--- src/rtl/vjtag_bus_arbiter_pkg.sv ---
// Shared types and constants for the VJTAG register-bus arbiter.
// Holds the FSM state type, default bus widths and the timer width helper.
package vjtag_bus_arbiter_pkg;

  typedef enum logic [1:0] {
    StIdle = 2'd0,
    StBusy = 2'd1,
    StResp = 2'd2
  } state_e;

  localparam int unsigned DefAw      = 16;
  localparam int unsigned DefDw      = 32;
  localparam int unsigned DefTimeout = 64;
  localparam logic [7:0]  ErrCntMax  = 8'hFF;

  // Bits needed for a counter that runs 0 .. timeout-1.
  function automatic int unsigned timer_width(input int unsigned timeout);
    return (timeout > 1) ? $clog2(timeout) : 1;
  endfunction

endpackage

--- src/rtl/vjtag_bus_arbiter_rr_pick.sv ---
// Combinational round-robin picker: first requester at or after ptr_i, wrapping.
// Outputs a one-hot grant, its index and whether any request is present.
module vjtag_bus_arbiter_rr_pick #(
  parameter int unsigned NM = 2,
  localparam int unsigned IW = (NM > 1) ? $clog2(NM) : 1
) (
  input  logic [NM-1:0] req_i,
  input  logic [IW-1:0] ptr_i,
  output logic [NM-1:0] gnt_o,
  output logic [IW-1:0] idx_o,
  output logic          any_o
);

  localparam logic [IW:0] NmW = (IW + 1)'(NM);

  logic [2*NM-1:0] dbl;
  logic [NM-1:0]   rot;
  logic [IW-1:0]   off;
  logic [IW:0]     sum;

  always_comb begin
    // rot[k] is the request of master (ptr + k) mod NM.
    dbl = {req_i, req_i} >> ptr_i;
    rot = dbl[NM-1:0];
    off = '0;
    for (int i = NM - 1; i >= 0; i--) begin
      if (rot[i]) begin
        off = IW'(i);
      end
    end
    sum = {1'b0, ptr_i} + {1'b0, off};
    if (sum >= NmW) begin
      sum = sum - NmW;
    end
    idx_o = sum[IW-1:0];
    any_o = |req_i;
    gnt_o = any_o ? (NM'(1) << idx_o) : '0;
  end

endmodule

--- src/rtl/vjtag_bus_arbiter.sv ---
// Shares one register-bus slave between NM masters with round-robin grant,
// one outstanding transaction and a slave-ack timeout that returns an error.
module vjtag_bus_arbiter
  import vjtag_bus_arbiter_pkg::*;
#(
  parameter int unsigned NM      = 2,
  parameter int unsigned AW      = DefAw,
  parameter int unsigned DW      = DefDw,
  parameter int unsigned TIMEOUT = DefTimeout
) (
  input  logic              clk_i,
  input  logic              rst_i,
  input  logic [NM-1:0]     m_req_i,
  input  logic [NM-1:0]     m_write_i,
  input  logic [NM*AW-1:0]  m_addr_i,
  input  logic [NM*DW-1:0]  m_wdata_i,
  output logic [NM-1:0]     m_ack_o,
  output logic              m_err_o,
  output logic [DW-1:0]     m_rdata_o,
  output logic              s_req_o,
  output logic              s_write_o,
  output logic [AW-1:0]     s_addr_o,
  output logic [DW-1:0]     s_wdata_o,
  input  logic              s_ack_i,
  input  logic [DW-1:0]     s_rdata_i,
  output logic              busy_o,
  output logic [7:0]        err_cnt_o
);

  localparam int unsigned IW = (NM > 1) ? $clog2(NM) : 1;
  localparam int unsigned TW = timer_width(TIMEOUT);
  localparam logic [TW-1:0] TimerLast = TW'(TIMEOUT - 1);

  state_e state_q, state_d;

  logic [NM-1:0] gnt_q, gnt_d;
  logic [IW-1:0] gidx_q, gidx_d;
  logic [IW-1:0] ptr_q, ptr_d;
  logic          write_q, write_d;
  logic [AW-1:0] addr_q, addr_d;
  logic [DW-1:0] wdata_q, wdata_d;
  logic [DW-1:0] rdata_q, rdata_d;
  logic          err_q, err_d;
  logic [TW-1:0] timer_q, timer_d;
  logic [7:0]    err_cnt_q, err_cnt_d;

  logic [NM-1:0] pick_gnt;
  logic [IW-1:0] pick_idx;
  logic          pick_any;
  logic          timeout;

  vjtag_bus_arbiter_rr_pick #(
    .NM (NM)
  ) u_rr_pick (
    .req_i (m_req_i),
    .ptr_i (ptr_q),
    .gnt_o (pick_gnt),
    .idx_o (pick_idx),
    .any_o (pick_any)
  );

  // An ack on the last allowed cycle still wins over the timeout.
  assign timeout = (state_q == StBusy) && (timer_q == TimerLast) && !s_ack_i;

  always_ff @(posedge clk_i) begin
    if (rst_i) begin
      state_q <= StIdle;
    end else begin
      state_q <= state_d;
    end
  end

  always_comb begin
    state_d = state_q;
    unique case (state_q)
      StIdle:  if (pick_any) state_d = StBusy;
      StBusy:  if (s_ack_i || timeout) state_d = StResp;
      StResp:  state_d = StIdle;
      default: state_d = StIdle;
    endcase
  end

  always_comb begin
    m_ack_o = '0;
    s_req_o = 1'b0;
    busy_o  = 1'b1;
    unique case (state_q)
      StIdle:  busy_o  = 1'b0;
      StBusy:  s_req_o = 1'b1;
      StResp:  m_ack_o = gnt_q;
      default: busy_o  = 1'b0;
    endcase
  end

  always_comb begin
    gnt_d     = gnt_q;
    gidx_d    = gidx_q;
    ptr_d     = ptr_q;
    write_d   = write_q;
    addr_d    = addr_q;
    wdata_d   = wdata_q;
    rdata_d   = rdata_q;
    err_d     = err_q;
    timer_d   = timer_q;
    err_cnt_d = err_cnt_q;
    unique case (state_q)
      StIdle: begin
        if (pick_any) begin
          gnt_d   = pick_gnt;
          gidx_d  = pick_idx;
          write_d = m_write_i[pick_idx];
          addr_d  = m_addr_i[pick_idx*AW +: AW];
          wdata_d = m_wdata_i[pick_idx*DW +: DW];
        end
      end
      StBusy: begin
        timer_d = timer_q + 1'b1;
        if (s_ack_i) begin
          rdata_d = write_q ? '0 : s_rdata_i;
          err_d   = 1'b0;
        end else if (timeout) begin
          rdata_d = '0;
          err_d   = 1'b1;
          if (err_cnt_q != ErrCntMax) begin
            err_cnt_d = err_cnt_q + 8'd1;
          end
        end
      end
      StResp: begin
        timer_d = '0;
        ptr_d   = (gidx_q == IW'(NM - 1)) ? '0 : gidx_q + 1'b1;
      end
      default: ;
    endcase
  end

  always_ff @(posedge clk_i) begin
    if (rst_i) begin
      gnt_q     <= '0;
      gidx_q    <= '0;
      ptr_q     <= '0;
      write_q   <= 1'b0;
      addr_q    <= '0;
      wdata_q   <= '0;
      rdata_q   <= '0;
      err_q     <= 1'b0;
      timer_q   <= '0;
      err_cnt_q <= '0;
    end else begin
      gnt_q     <= gnt_d;
      gidx_q    <= gidx_d;
      ptr_q     <= ptr_d;
      write_q   <= write_d;
      addr_q    <= addr_d;
      wdata_q   <= wdata_d;
      rdata_q   <= rdata_d;
      err_q     <= err_d;
      timer_q   <= timer_d;
      err_cnt_q <= err_cnt_d;
    end
  end

  assign s_write_o = write_q;
  assign s_addr_o  = addr_q;
  assign s_wdata_o = wdata_q;
  assign m_err_o   = err_q;
  assign m_rdata_o = rdata_q;
  assign err_cnt_o = err_cnt_q;

  ack_onehot_a: assert property (@(posedge clk_i) disable iff (rst_i) $onehot0(m_ack_o));
  sreq_busy_a:  assert property (@(posedge clk_i) disable iff (rst_i) s_req_o |-> busy_o);

endmodule

--- config.mk ---
export PLATFORM = sky130hd
export DESIGN_NAME = vjtag_bus_arbiter
export DESIGN_NICKNAME = d
export VERILOG_FILES = /design/src/rtl/vjtag_bus_arbiter_pkg.sv /design/src/rtl/vjtag_bus_arbiter_rr_pick.sv /design/src/rtl/vjtag_bus_arbiter.sv
export SDC_FILE = /design/constraint.sdc
export NUM_CORES = 1
export LEC_CHECK = 0
export ABC_AREA = 1
export BUFFER_PORTS_ARGS = -buffer_cell sky130_fd_sc_hd__buf_2
export CAP_MARGIN = 5
export CORE_ASPECT_RATIO = 0.7
export CORE_MARGIN = 5
export CORE_UTILIZATION = 51
export DETAILED_ROUTE_END_ITERATION = 10
export GPL_TIMING_DRIVEN = 0
export HOLD_SLACK_MARGIN = 0.1
export PLACE_DENSITY = 0.95
export SLEW_MARGIN = 15
export SYNTH_ARGS = -nofsm -noshare
export SYNTH_HDL_FRONTEND = slang
export SYNTH_SLANG_ARGS = --single-unit
--- constraint.sdc ---
create_clock -name clk_i -period 2.2 [get_ports clk_i]
set_input_delay 0.66 -clock clk_i [delete_from_list [all_inputs] [get_ports clk_i]]
set_output_delay 0.66 -clock clk_i [all_outputs]
set_load 0.01 [all_outputs]
Yosys cells after proc, flatten, opt, wreduce, memory -nomap -nowiden
Cells that the tools add are included.

Reductions and logical operators: 13. $add $sub $neg: 5. Order comparisons: 2. Shifts and indexed selects: 4. Eq/ne operators: 6. Muxes and demuxes: 18. Bitwise logic cells: 1.

Operators by type and width (number): $mux 32 (3); $shiftx 64x7->32 (1); $shiftx 32x6->16 (1); $pmux 6 s2 (1); $mux 1 (10); $add 8x1->8 const B (1); $ne 8x8->1 const B (1); $add 6x1->6 const B (1); $eq 6x6->1 const B (1); $mux 2 (3); $reduce_and 2->1 (3); $pmux 2 s2 (1); $reduce_and 4->1 (1); $reduce_bool 2->1 (2); $reduce_or 2->1 (2); $shr 4x1->2 (1); $add 1x1->2 (1); $eq 2x1->1 const B (1); $eq 2x2->1 const B (1); $ge 2x2->1 const B (1); $logic_and 1x1->1 (2); $logic_not 2->1 (1); $lt 1x2->1 const B (1); $ne 2x1->1 const B (1); other kinds (7) (7).

Word-level logic and storage cells: 60. Output and inout port bits: 94. Register bits: 102. Input port bits: 135.

Depth between registers and ports, before layout
Depth in word-level cells: 8. Mapped depth: 9. Mapped depth without buffers: 9.

Cells and area by module
A second synthesis with hierarchy kept.

Cell total of the unflattened synthesis: 692. Area total of the unflattened synthesis: 4765.8 um^2.

By module, submodules not included: vjtag_bus_arbiter (area an instance 4728.3 um^2, cells an instance 683, seq. area each 2042.0 um^2, instances 1); vjtag_bus_arbiter_rr_pick (area an instance 37.5 um^2, cells an instance 9, seq. area each 0.0 um^2, instances 1).

Worst setup path before layout
Ideal clock, no wire load.

Path kind: input to register. Start point: input m_req_i[1]. End point: register addr_q[10] (netlist: s_addr_o[10]). Data arrival time: 1.499 ns. Library setup time: 0.109 ns. Slack: 0.592 ns. Data required time: 2.091 ns. Path buffers: 2. Cell stages on the path: 9. Path through: inv_2 -> o21ai_2 -> nand2_1 -> buf_2 -> buf_2 -> nand2_1 -> nand3_1 -> nand2_1 -> inv_1.

Longest elaborated chain between the ends: 7. Elaborated cells on any way between the ends: 10. Those cells by class: add/sub (2); order compare (1); shift (2); mux (3); reduce/logical (2).

RTL lines: from (decl) (RTL line vjtag_bus_arbiter.sv:13) `input logic [NM-1:0] m_req_i,`; $shr 4x1->2 (RTL line vjtag_bus_arbiter_rr_pick.sv:23) `dbl = {req_i, req_i} >> ptr_i;`; $mux 1 (2 in a row) (RTL line vjtag_bus_arbiter_rr_pick.sv:27) `if (rot[i]) begin`; $add 1x1->2 (RTL line vjtag_bus_arbiter_rr_pick.sv:31) `sum = {1'b0, ptr_i} + {1'b0, off};`; $ge 2x2->1 / $sub 1x1->1 (equally long branches) (RTL line vjtag_bus_arbiter_rr_pick.sv:32, vjtag_bus_arbiter_rr_pick.sv:33); $mux 1 (RTL line vjtag_bus_arbiter_rr_pick.sv:32) `if (sum >= NmW) begin`; $shiftx 32x6->16 (RTL line vjtag_bus_arbiter.sv:112) `addr_d = m_addr_i[pick_idx*AW +: AW];`; to (signal assigned) (RTL line vjtag_bus_arbiter.sv:154) `addr_q <= addr_d;`; to (decl) (RTL line vjtag_bus_arbiter.sv:40) `logic [AW-1:0] addr_q, addr_d;`.

Several ways; a longest one is shown, not always the timed one. A chain may end at the register's enable or synchronous reset.

Final worst setup path
Start point: register state_q[1]. End point: output busy_o.

Longest elaborated chain between the ends: 3. Elaborated cells on any way between the ends: 4. Those cells by class: eq/ne (2); mux (1); reduce/logical (1).

RTL lines: from (decl) (RTL line vjtag_bus_arbiter.sv:34) `state_e state_q, state_d;`; from (signal assigned) (RTL line vjtag_bus_arbiter.sv:67) `state_q <= StIdle;`; from (signal assigned) (RTL line vjtag_bus_arbiter.sv:69) `state_q <= state_d;`; $eq 2x1->1 / $eq 2x2->1 (equally long branches) (RTL line vjtag_bus_arbiter.sv:87) `unique case (state_q)`; $reduce_or 2->1 (no source line) (*); $mux 1 (*) (RTL line vjtag_bus_arbiter.sv:87); to (decl) (RTL line vjtag_bus_arbiter.sv:26) `output logic busy_o,`.

Every way passes the cells marked *; elsewhere a longest branch is shown, timed or not.

==> impl_metrics.tcl <==
set metrics [dict create \
    outcome "finished clean" \
    num_vias 5542 \
    p_int_mw 3.47 \
    max-cap-violations 0 \
    clkSinkCount 101 \
    fin_nets 1158 \
    route.detailed.drc 0 \
    cts-root-buf "clkbuf_16" \
    io_pins 229 \
    slew_headroom 0.663 \
    yosys_register_bits 101 \
    yosysTopAreaCellShare 0.413 \
    fp.dieW_um 127 \
    setup_viol 0 \
    max_freq_ghz 0.500 \
    cts-resized-gates 0 \
    grt_pass1_wl_um 22900 \
    place_ws_ps 109 \
    cts_tree "built" \
    pwr_density_cell_nw_per_um2 754 \
    criticalPathCategory "flip-flop to primary output" \
    slowest_stage "ha_1" \
    sw_frac_of_total 0.293 \
    overflow 0 \
    sequentialPowerShare 0.429 \
    synth_nets 920 \
    power_leakage_nw 3.75 \
    worstMarginPinSlew_ps 506 \
    yosysWarnings 0 \
    max_stage_delay_ps 380 \
    grt_max_degree 16 \
    setup_ws_ps 202 \
    fp.dieH_um 92.0 \
    reg2reg_to "m_rdata_o[31]" \
    finalCoreUtilization 0.706 \
    setup_tns_ps 0 \
    first_iter_violations 274 \
    clk_pin_slew_ps 70 \
    cts_setup_buffers 0 \
    placed_area_um2 6190 \
    finalMaxSlewViolations 0 \
    skew_ps 6.71 \
    place_congestion 0.880 \
    seq_area_frac_synth 0.413 \
    period_needed_ps 2000 \
    required_ps 1540 \
    netlist.top_cell.by_area "dfxtp_1" \
    rsz0062_at_grt "no" \
    die-area_um2 11700 \
    syn_area_per_cell_um2 6.28 \
    cp_data_arrival_time_ps 1340 \
    drt-wirelength-per-cell_um 12.6 \
    rows 29 \
    insertion_delay_ps 330 \
    diodes 0 \
    initial_utilization 0.531 \
    place_inst 1131 \
    power_mw 4.90 \
    synth_area_leaders "dfxtp_1 (41%), nor2_1 (16%), nand2_1 (11%)" \
    numCtsBuffers 9 \
    min_to "m_err_o" \
    fin_crit_sh 0.908 \
    areaGrowthSynthToFinish_pct 32.9 \
    r2r.worst_path.cells 8 \
    fin_area_um2 6500 \
    whs_ps 461 \
    cp_cell_sequence "inv_1 > ha_1 > buf_2" \
    hpwl_um 11500 \
    p_switching_mw 1.43 \
    firstDrtPassIters 5 \
    grt.total_usage 0.235 \
    min_delay_path_depth 2 \
    hp-class "flip-flop to flip-flop" \
    crit_family "adder cells" \
    cp-end-kind "primary output" \
    clkPwrFrac 0.335 \
    fillers 825 \
    netlist_instances 780 \
    ff2ff_setup_slack_ps 350 \
    start_kind "flip-flop" \
    syn-cell-area_um2 4890 \
    drive_gt1_frac 0.253 \
    routed_wl_um 14500 \
    pwr-share-comb 0.236 \
    io_buffers 227 \
    final_cells 1146 \
    hp-start "m_err_o" \
    cts.path.max_buffers 2 \
    yosysUniqueCellTypes 23 \
    r2r_start "state_q[1]" \
    antenna_found_initial 0 \
    worst-path-buf-inv 2 \
    final_common_cell "buf_2" \
    core_region_area_um2 9220 \
    ant_nets 0 \
    viasPerCell 4.84 \
    hold_viol 0 \
    path_max_fanout 6 \
    hold_buffers 0 \
    cts.htree.levels 3 \
    grt_pass1_vias 4939 \
    peakVddDrop_mv 0.437 \
    final_cell_mix "buf_2 (235), nor2_1 (205), nand2_1 (147)" \
]
==> flip-flops by register name, summed over array words and instances, names as in the netlist, 2 cells and up <==
name       cells
timer_q        6
s_wdata_o     32
err_cnt_o      8
m_rdata_o     32
state_q        2
s_addr_o      16
gnt_q          2
==> how the worst max path moves through the flow <==
stage                    start           end  slack (ps)  cells after the start
finish              state_q[1]        busy_o         200                      3
detailed placement  m_req_i[1]   s_addr_o[6]         110                     10
floorplan           m_req_i[1]  s_addr_o[10]         590                      9
CTS                 state_q[0]        busy_o         180                      3
global route        state_q[0]        busy_o         100                      3
global placement    m_req_i[1]  s_addr_o[13]         150                     10
==> cell families (layout without fill, tap and decap cells) <==
family | count (synthesis) | after routing | share of synthesized area
xor gates and xnor gates | 4 | 4 | 0.00716
AOI/OAI and AO/OA | 57 | 57 | 0.0611
and+or+nand+nor | 466 | 466 | 0.389
buffers and inverters | 147 | 389 | 0.117
DFF | 101 | 101 | 0.413
adders and majority gates | 5 | 5 | 0.0128
==> layer usage <==
| layer | wire, um | up-vias | global-route usage |
|---|---|---|---|
| met4 | 172 | 0 | 0.0571 |
| met3 | 1210 | 12 | 0.0575 |
| met5 | 0 | - | 0 |
| met2 | 6830 | 205 | 0.394 |
| met1 | 6250 | 2456 | 0.308 |
| li1 | - | 2869 | - |
==> area by class of cell <==
type                       count  area (um2)  share of cell area
buffer                        44         186              0.0287
multi-input combinational    532        2300               0.354
clock inverter                 2        38.8             0.00596
tap                          124         155              0.0239
inverter                     103         387              0.0594
clock buffer                  13         280              0.0431
timing repair buffer         227        1140               0.175
sequential                   101        2020               0.311
==> synthesized netlist by cell type, drive strengths merged <==
cell	number
nand3b	2
o21ai	38
nor3	3
dfxtp	101
xnor2	3
xor2	1
nand3	108
nor2	205
nand4	1
buf	15
nand2	147
o211a	1
a211oi	2
inv	103
a21oi	16
ha	5
clkbuf	29
==> power groups by stage <==
stage                     Sequential, mW  Clock [mW]  Combinational (mW)
final                               2.10        1.64                1.16
after global routing                2.12        1.74                1.30
after CTS                           2.10        1.67                1.16
after detailed placement            2.14           0                1.15
after floorplan                     2.22           0               0.610
after global placement              2.13           0                1.13
==> worst min-delay path: stages, from the launching register on <==
cell,delay (ps)
dfxtp_1,310
nand2_1,60
a21oi_1,50
(Power assumes the default switching activity.)
